`src/rtl/rv32m_muldiv.sv`:
```
// rv32m_muldiv -- iterative RV32M multiply/divide unit for the execute stage.
//
// Takes the two register-file read operands, runs a fixed-latency iterative
// multiply (shift-add) or divide (restoring shift-subtract), and emits one
// 32-bit result plus the captured destination index with a one-cycle done_o
// write-back strobe. busy_o holds off the pipeline in every non-IDLE state.
//
// Optional build macro: MULDIV_FAST_MUL_EN
//   defined   : MUL/MULH/MULHSU/MULHU use a single-cycle 33x33 signed
//               multiplier at the accepting edge (IDLE -> DONE, latency 1).
//   undefined : every op uses the iterative IDLE->CALC->FIX->DONE path and
//               no multiplier operator is inferred.
//
// Ports:
//   clk_i       clock
//   reset_i     asynchronous active-low reset
//   start_i     request, accepted only while busy_o=0
//   funct3_i    RV32M op select (MUL..REMU)
//   rs1_data_i  operand A (multiplicand / dividend)
//   rs2_data_i  operand B (multiplier / divisor)
//   rd_addr_i   destination register index
//   kill_i      pipeline flush, aborts the current op (priority over start_i)
//   busy_o      high in every state except IDLE
//   done_o      one-cycle result-valid / write-enable strobe
//   result_o    result, valid while done_o=1, held until the next result
//   rd_addr_o   destination index paired with done_o
module rv32m_muldiv #(
    parameter int DATA_WIDTH     = 32,
    parameter int ADDR_BUS_WIDTH = 5
) (
    input  logic                      clk_i,
    input  logic                      reset_i,
    input  logic                      start_i,
    input  logic [2:0]                funct3_i,
    input  logic [DATA_WIDTH-1:0]     rs1_data_i,
    input  logic [DATA_WIDTH-1:0]     rs2_data_i,
    input  logic [ADDR_BUS_WIDTH-1:0] rd_addr_i,
    input  logic                      kill_i,
    output logic                      busy_o,
    output logic                      done_o,
    output logic [DATA_WIDTH-1:0]     result_o,
    output logic [ADDR_BUS_WIDTH-1:0] rd_addr_o
);

    localparam int DW = DATA_WIDTH;

    localparam logic [2:0] F_MUL    = 3'b000;
    localparam logic [2:0] F_MULH   = 3'b001;
    localparam logic [2:0] F_MULHSU = 3'b010;
    localparam logic [2:0] F_MULHU  = 3'b011;
    localparam logic [2:0] F_DIV    = 3'b100;
    localparam logic [2:0] F_DIVU   = 3'b101;
    localparam logic [2:0] F_REM    = 3'b110;
    localparam logic [2:0] F_REMU   = 3'b111;

    typedef enum logic [1:0] {
        S_IDLE = 2'd0,
        S_CALC = 2'd1,
        S_FIX  = 2'd2,
        S_DONE = 2'd3
    } state_t;

    // Two's-complement negate when neg is set, pass-through otherwise.
    function automatic logic [DW-1:0] cond_neg(input logic [DW-1:0] v, input logic neg);
        return neg ? (~v + {{(DW-1){1'b0}}, 1'b1}) : v;
    endfunction

    state_t                r_state;
    logic [4:0]            r_cnt;
    logic [2:0]            r_funct3;
    logic [ADDR_BUS_WIDTH-1:0] r_rd;
    logic                  r_sign;
    logic [DW-1:0]         r_hi;   // product high half / partial remainder
    logic [DW-1:0]         r_lo;   // multiplier shifting out / dividend->quotient
    logic [DW-1:0]         r_op;   // multiplicand / divisor magnitude
    logic                  r_busy;
    logic                  r_done;
    logic [DW-1:0]         r_result;
    logic [ADDR_BUS_WIDTH-1:0] r_rd_out;

    logic                  w_a_neg;
    logic                  w_b_neg;
    logic [DW-1:0]         w_a_mag;
    logic [DW-1:0]         w_b_mag;
    logic                  w_sign;
    logic [DW:0]           w_mul_sum;
    logic [DW+1:0]         w_div_sub;
    logic [DW-1:0]         w_next_hi;
    logic [DW-1:0]         w_next_lo;
    logic [2*DW-1:0]       w_prod_fix;
    logic [DW-1:0]         w_fix_result;
`ifdef MULDIV_FAST_MUL_EN
    logic signed [2*DW-1:0] w_fast_prod;
    logic [DW-1:0]          w_fast_result;
`endif

    // Operand sign/magnitude decode and recorded result sign at capture.
    always_comb begin
        w_a_neg = 1'b0;
        w_b_neg = 1'b0;
        w_sign  = 1'b0;
        case (funct3_i)
            F_MULH, F_DIV, F_REM: begin
                w_a_neg = rs1_data_i[DW-1];
                w_b_neg = rs2_data_i[DW-1];
            end
            F_MULHSU: begin
                w_a_neg = rs1_data_i[DW-1];
                w_b_neg = 1'b0;
            end
            default: begin
                w_a_neg = 1'b0;
                w_b_neg = 1'b0;
            end
        endcase
        w_a_mag = cond_neg(rs1_data_i, w_a_neg);
        w_b_mag = cond_neg(rs2_data_i, w_b_neg);
        if (!funct3_i[2]) begin
            w_sign = w_a_neg ^ w_b_neg;
        end else if (funct3_i[1]) begin
            w_sign = w_a_neg;                        // remainder follows dividend
        end else if (rs2_data_i == {DW{1'b0}}) begin
            w_sign = 1'b0;                           // x/0 quotient stays all-ones
        end else begin
            w_sign = w_a_neg ^ w_b_neg;
        end
    end

    // One shift-add or restoring shift-subtract iteration.
    always_comb begin
        w_mul_sum = {1'b0, r_hi} + (r_lo[0] ? {1'b0, r_op} : {(DW+1){1'b0}});
        w_div_sub = {1'b0, r_hi, r_lo[DW-1]} - {2'b00, r_op};
        w_next_hi = r_hi;
        w_next_lo = r_lo;
        if (r_funct3[2]) begin
            if (w_div_sub[DW+1]) begin
                w_next_hi = {r_hi[DW-2:0], r_lo[DW-1]};
                w_next_lo = {r_lo[DW-2:0], 1'b0};
            end else begin
                w_next_hi = w_div_sub[DW-1:0];
                w_next_lo = {r_lo[DW-2:0], 1'b1};
            end
        end else begin
            w_next_hi = w_mul_sum[DW:1];
            w_next_lo = {w_mul_sum[0], r_lo[DW-1:1]};
        end
    end

    // Sign fix-up and result selection for the FIX state.
    always_comb begin
        w_prod_fix = r_sign ? (~{r_hi, r_lo} + {{(2*DW-1){1'b0}}, 1'b1}) : {r_hi, r_lo};
        case (r_funct3)
            F_MUL:                     w_fix_result = w_prod_fix[DW-1:0];
            F_MULH, F_MULHSU, F_MULHU: w_fix_result = w_prod_fix[2*DW-1:DW];
            F_DIV, F_DIVU:             w_fix_result = cond_neg(r_lo, r_sign);
            F_REM, F_REMU:             w_fix_result = cond_neg(r_hi, r_sign);
            default:                   w_fix_result = {DW{1'b0}};
        endcase
    end

`ifdef MULDIV_FAST_MUL_EN
    // Single-cycle 33x33 signed multiply; the low 64 bits of the product are exact.
    always_comb begin
        w_fast_prod = $signed({{(DW-1){w_a_neg}}, (w_a_neg | (funct3_i == F_MULH) | (funct3_i == F_MULHSU)) & rs1_data_i[DW-1], rs1_data_i})
                    * $signed({{(DW-1){w_b_neg}}, (funct3_i == F_MULH) & rs2_data_i[DW-1], rs2_data_i});
        if (funct3_i == F_MUL) begin
            w_fast_result = w_fast_prod[DW-1:0];
        end else begin
            w_fast_result = w_fast_prod[2*DW-1:DW];
        end
    end
`endif

    // Control FSM with registered busy/done/result/rd outputs.
    always_ff @(posedge clk_i or negedge reset_i) begin
        if (!reset_i) begin
            r_state  <= S_IDLE;
            r_cnt    <= 5'd0;
            r_funct3 <= 3'b000;
            r_rd     <= {ADDR_BUS_WIDTH{1'b0}};
            r_sign   <= 1'b0;
            r_hi     <= {DW{1'b0}};
            r_lo     <= {DW{1'b0}};
            r_op     <= {DW{1'b0}};
            r_busy   <= 1'b0;
            r_done   <= 1'b0;
            r_result <= {DW{1'b0}};
            r_rd_out <= {ADDR_BUS_WIDTH{1'b0}};
        end else if (kill_i) begin
            r_state <= S_IDLE;
            r_busy  <= 1'b0;
            r_done  <= 1'b0;
        end else begin
            case (r_state)
                S_IDLE: begin
                    r_done <= 1'b0;
                    if (start_i) begin
                        r_funct3 <= funct3_i;
                        r_rd     <= rd_addr_i;
                        r_sign   <= w_sign;
                        r_cnt    <= 5'd0;
                        r_hi     <= {DW{1'b0}};
                        // Multiply shifts the multiplier out of r_lo; divide shifts the dividend.
                        r_lo     <= funct3_i[2] ? w_a_mag : w_b_mag;
                        r_op     <= funct3_i[2] ? w_b_mag : w_a_mag;
                        r_busy   <= 1'b1;
`ifdef MULDIV_FAST_MUL_EN
                        if (!funct3_i[2]) begin
                            r_result <= w_fast_result;
                            r_rd_out <= rd_addr_i;
                            r_done   <= 1'b1;
                            r_state  <= S_DONE;
                        end else begin
                            r_state  <= S_CALC;
                        end
`else
                        r_state  <= S_CALC;
`endif
                    end else begin
                        r_busy <= 1'b0;
                    end
                end
                S_CALC: begin
                    r_hi  <= w_next_hi;
                    r_lo  <= w_next_lo;
                    r_cnt <= r_cnt + 5'd1;
                    if (r_cnt == 5'd31) begin
                        r_state <= S_FIX;
                    end else begin
                        r_state <= S_CALC;
                    end
                end
                S_FIX: begin
                    r_result <= w_fix_result;
                    r_rd_out <= r_rd;
                    r_done   <= 1'b1;
                    r_state  <= S_DONE;
                end
                S_DONE: begin
                    r_done  <= 1'b0;
                    r_busy  <= 1'b0;
                    r_state <= S_IDLE;
                end
                default: begin
                    r_done  <= 1'b0;
                    r_busy  <= 1'b0;
                    r_state <= S_IDLE;
                end
            endcase
        end
    end

    assign busy_o    = r_busy;
    assign done_o    = r_done;
    assign result_o  = r_result;
    assign rd_addr_o = r_rd_out;

endmodule

```
`config.mk`:
```
export PLATFORM = sky130hd
export DESIGN_NAME = rv32m_muldiv
export DESIGN_NICKNAME = d
export VERILOG_FILES = /design/src/rtl/rv32m_muldiv.sv
export SDC_FILE = /design/constraint.sdc
export NUM_CORES = 1
export LEC_CHECK = 0
export CAP_MARGIN = 20
export CORE_AREA = 2 2 208 148
export DETAILED_ROUTE_END_ITERATION = 12
export DIE_AREA = 0 0 210 150
export GPL_TIMING_DRIVEN = 0
export PLACE_DENSITY = 0.69
export SLEW_MARGIN = 20
export SYNTH_ARGS = -nofsm -noshare
export SYNTH_HDL_FRONTEND = slang
export SYNTH_SLANG_ARGS = --single-unit
```
`constraint.sdc`:
```
create_clock -name clk_i -period 3.6 [get_ports clk_i]
set_input_delay 0.72 -clock clk_i [delete_from_list [all_inputs] [get_ports clk_i]]
set_output_delay 0.72 -clock clk_i [all_outputs]
set_load 0.005 [all_outputs]
```
==> results.yml <==
pwr:
  pwr-share-seq_pct: 21.2
  p_per_area_nw_per_um2: 769.0
  peakVddDrop_mv: 0.5138
  p_int_uw: 6144
  leakagePower_uw: 0.007317
  p_sw_share_pct: 53.72
  combinationalPowerShare_pct: 64.8
  finalPower_uw: 13280
  p_clk_share_pct: 14.0
  switching_power_uw: 7132
setup_path:
  worstReg2RegStart: "r_lo[13]"
  startpoint: "r_lo[13]"
  worstPathArrival_ns: 3.99
  r2r_setup_slack_ns: -0.007
  worstReg2RegEnd: "result_o[23]"
  critPathRequiredTime_ns: 3.98
  cp-end-kind: "flip-flop"
  critPathKind: "reg -> reg"
  endpoint: "result_o[23]"
  cp_max_fo: 6
  reg2reg_depth: 9
  start_kind: "flip-flop"
route:
  viasPerCell: 6.560
  first_pass_iters: 6
  route.final.wire_length_um: 62860
  wl_per_cell_um: 25.25
  vias: 16328
  drc: 0
  postRouteAntennaNets: 0
  drt_iter0_drc: 2049
clock_tree:
  cts_tree: "yes"
  postCtsHoldBufs: 0
  clock_sinks: 151
  cts-root-buf: "clkbuf_16"
  clk_latency_ns: 0.47
  path_clk_slew_ns: 0.08
  htreeDepth: 4
  cts_buffer_depth: 2
  cts_made_buffers: 17
placement:
  gp_congestion: 1.024
  port_buffers: 113
  place_ws_ns: -0.9349
  place_area_sq_um: 16240
  dp_hpwl_um: 49510
sta:
  rsz0062_at_grt: "yes"
  fin_ws_ns: -0.007293
  period_needed_ns: 3.607
  relSlewSlack_pct: 30.50
  fin_hold_ws_ns: 0.2744
  fmax_mhz: 277.2
  clock_skew_ns: 0.01137
  finalMaxSlewViolations: 0
  report.final.setup_viol: 1
  fin_crit_sh_pct: 100.2
  hold_viol_final: 0
  worstMarginPinSlew_ns: 1.039
floorplan:
  floorplan.initialDensity_pct: 49.21
  dieArea_sq_um: 31500
  die-width_um: 210
  dieHeight_um: 150
  num_io_pins: 115
  coreArea_sq_um: 29640
  rows: 53
synthesis:
  ys.flop_type: "dfrtp_1"
  synth_cell_types: 84
  yosys_warnings: 0
  synth_cells: 1945
  synth-edff-count: 0
  synthTopCellsByArea: "dfrtp_1 (26%), a21oi_1 (6.7%), ha_1 (6.4%)"
  synth_area_sq_um: 14590
  async_flop_share_pct: 100.0
  syn_nets: 2098
  avgSynthCellArea_sq_um: 7.499
  yosysTopAreaCell: "dfrtp_1"
  ys_seq_area_share_pct: 25.90
  ys_seq_elements: 151
  synth_top_cell_area_share_pct: 25.90
global_route:
  grt_antenna_before_repair: 0
  grt_usage_pct: 39.47
  overflow: 0
  grt_pass1_wl_um: 91900
  grt_pass1_vias: 14569
  grt_max_degree: 86
final_layout:
  final_cell_mix: "nand2_1 (242), a21oi_1 (193), nor2_1 (189)"
  antennaDiodeCount: 0
  synthToLayoutAreaGrowth_pct: 18.35
  finalNetCount: 2244
  final_area_sq_um: 17260
  fillCellCount: 2835
  layout-drive-gt1-share_pct: 7.795
  final_common_cell: "nand2_1"
hold_path:
  hp-class: "in -> async"
run:
  maxCapViolations: 0
outcome:
  status: "complete, but fails checks"
  violations: "setup timing"
critical path, stage by stage (launching register included):
cell and delay [ns]:
dfrtp_2 0.46, or4_4 0.58, or4_4 0.49, or4_4 0.60
or2_4 0.32, o21ai_2 0.17, mux2_2 0.34, o21ai_0 0.16
nand3_1 0.21, o211ai_1 0.19
synth_stat cells, types with 8 or more instances:
cell / number
clkbuf_1: 102
o21ai_0: 174
nand2b_1: 21
a22oi_1: 15
ha_1: 75
or2_2: 8
o21bai_1: 9
and2_1: 10
a31oi_1: 23
o31ai_1: 30
nor2_1: 189
nand3_1: 47
mux2i_1: 32
buf_1: 10
o211ai_1: 21
a211oi_1: 33
mux2_2: 20
xnor2_1: 92
or3_1: 17
a21o_1: 29
o41ai_1: 12
nand2_1: 243
nor2b_1: 11
nor4_1: 15
and3_1: 8
inv_1: 69
o221ai_1: 13
nor3_1: 43
o21a_1: 9
a21oi_1: 195
nand4_1: 15
dfrtp_1: 151
o22ai_1: 14
xor2_1: 67
power groups by stage:
stage,Clock (uW),Sequential (uW),Combinational [uW]
global placement,0,2770,7860
CTS,1870,2760,8040
detailed placement,0,2790,7910
floorplan,0,2490,5700
finish,1860,2820,8600
global route,1940,2850,9220
stage by stage:
| stage | utilization (%) | std cells | TNS, ns |
|---|---|---|---|
| after floorplan | - | 1945 | 0 |
| after global placement | 54.65 | 2443 | -736.51 |
| after detailed placement | 54.78 | 2444 | -44.79 |
| after CTS | 57.23 | 2477 | 0 |
| after global routing | 58.24 | 2489 | -0.1741 |
| final | 58.24 | 2489 | -0.007293 |
sequential cells by signal, summed over array words and instances (netlist names):
signal / count
r_op: 32
r_cnt: 5
r_sign: 1
r_funct3: 3
done_o: 1
result_o: 32
r_rd: 5
rd_addr_o: 5
r_lo: 32
r_state: 2
r_hi: 32
busy_o: 1
layer usage:
metal  track usage [%]  wire (um)  vias up
met5                 0          0        -
met4             14.18       2309        0
met3             12.89       8075      150
met2             54.58      24920     1022
met1             56.79      27560     7808
li1                  -          -     7348
timing repair:
action | in CTS | in global routing
buffers inserted | 1 | 14
pin swaps | 1 | 10
setup endpoints to repair | 83 | 87
resized for setup | 35 | 58
kinds of logic after synthesis:
logic type | count (synthesis) | share of synthesized area (%)
mux | 52 | 3.740
fa+ha+maj | 77 | 6.708
simple gates | 662 | 20.91
xor+xnor | 159 | 9.547
buf+inv | 189 | 4.975
compound gates | 655 | 28.21
flops | 151 | 25.90
cell type report:
| type | instances | area, sq um | area share [%] |
|---|---|---|---|
| multi-input combinational | 1605 | 10370 | 60.06 |
| sequential | 151 | 3786 | 21.93 |
| buffer | 116 | 480.5 | 2.783 |
| inverter | 71 | 269.0 | 1.558 |
| clock inverter | 15 | 176.4 | 1.022 |
| tap | 385 | 481.7 | 2.790 |
| timing repair buffer | 129 | 1276 | 7.393 |
| clock buffer | 17 | 425.4 | 2.464 |
worst min-delay path by stage:
stage / end / slack, ns / cells after the start
floorplan: busy_o / 0.42 / 0
global placement: rd_addr_o[3] / 0.45 / 2
detailed placement: rd_addr_o[1] / 0.46 / 2
CTS: result_o[9] / 0.29 / 1
global route: result_o[9] / 0.32 / 1
finish: result_o[10] / 0.27 / 1
Note: power is estimated with default switching activity, not from simulation.
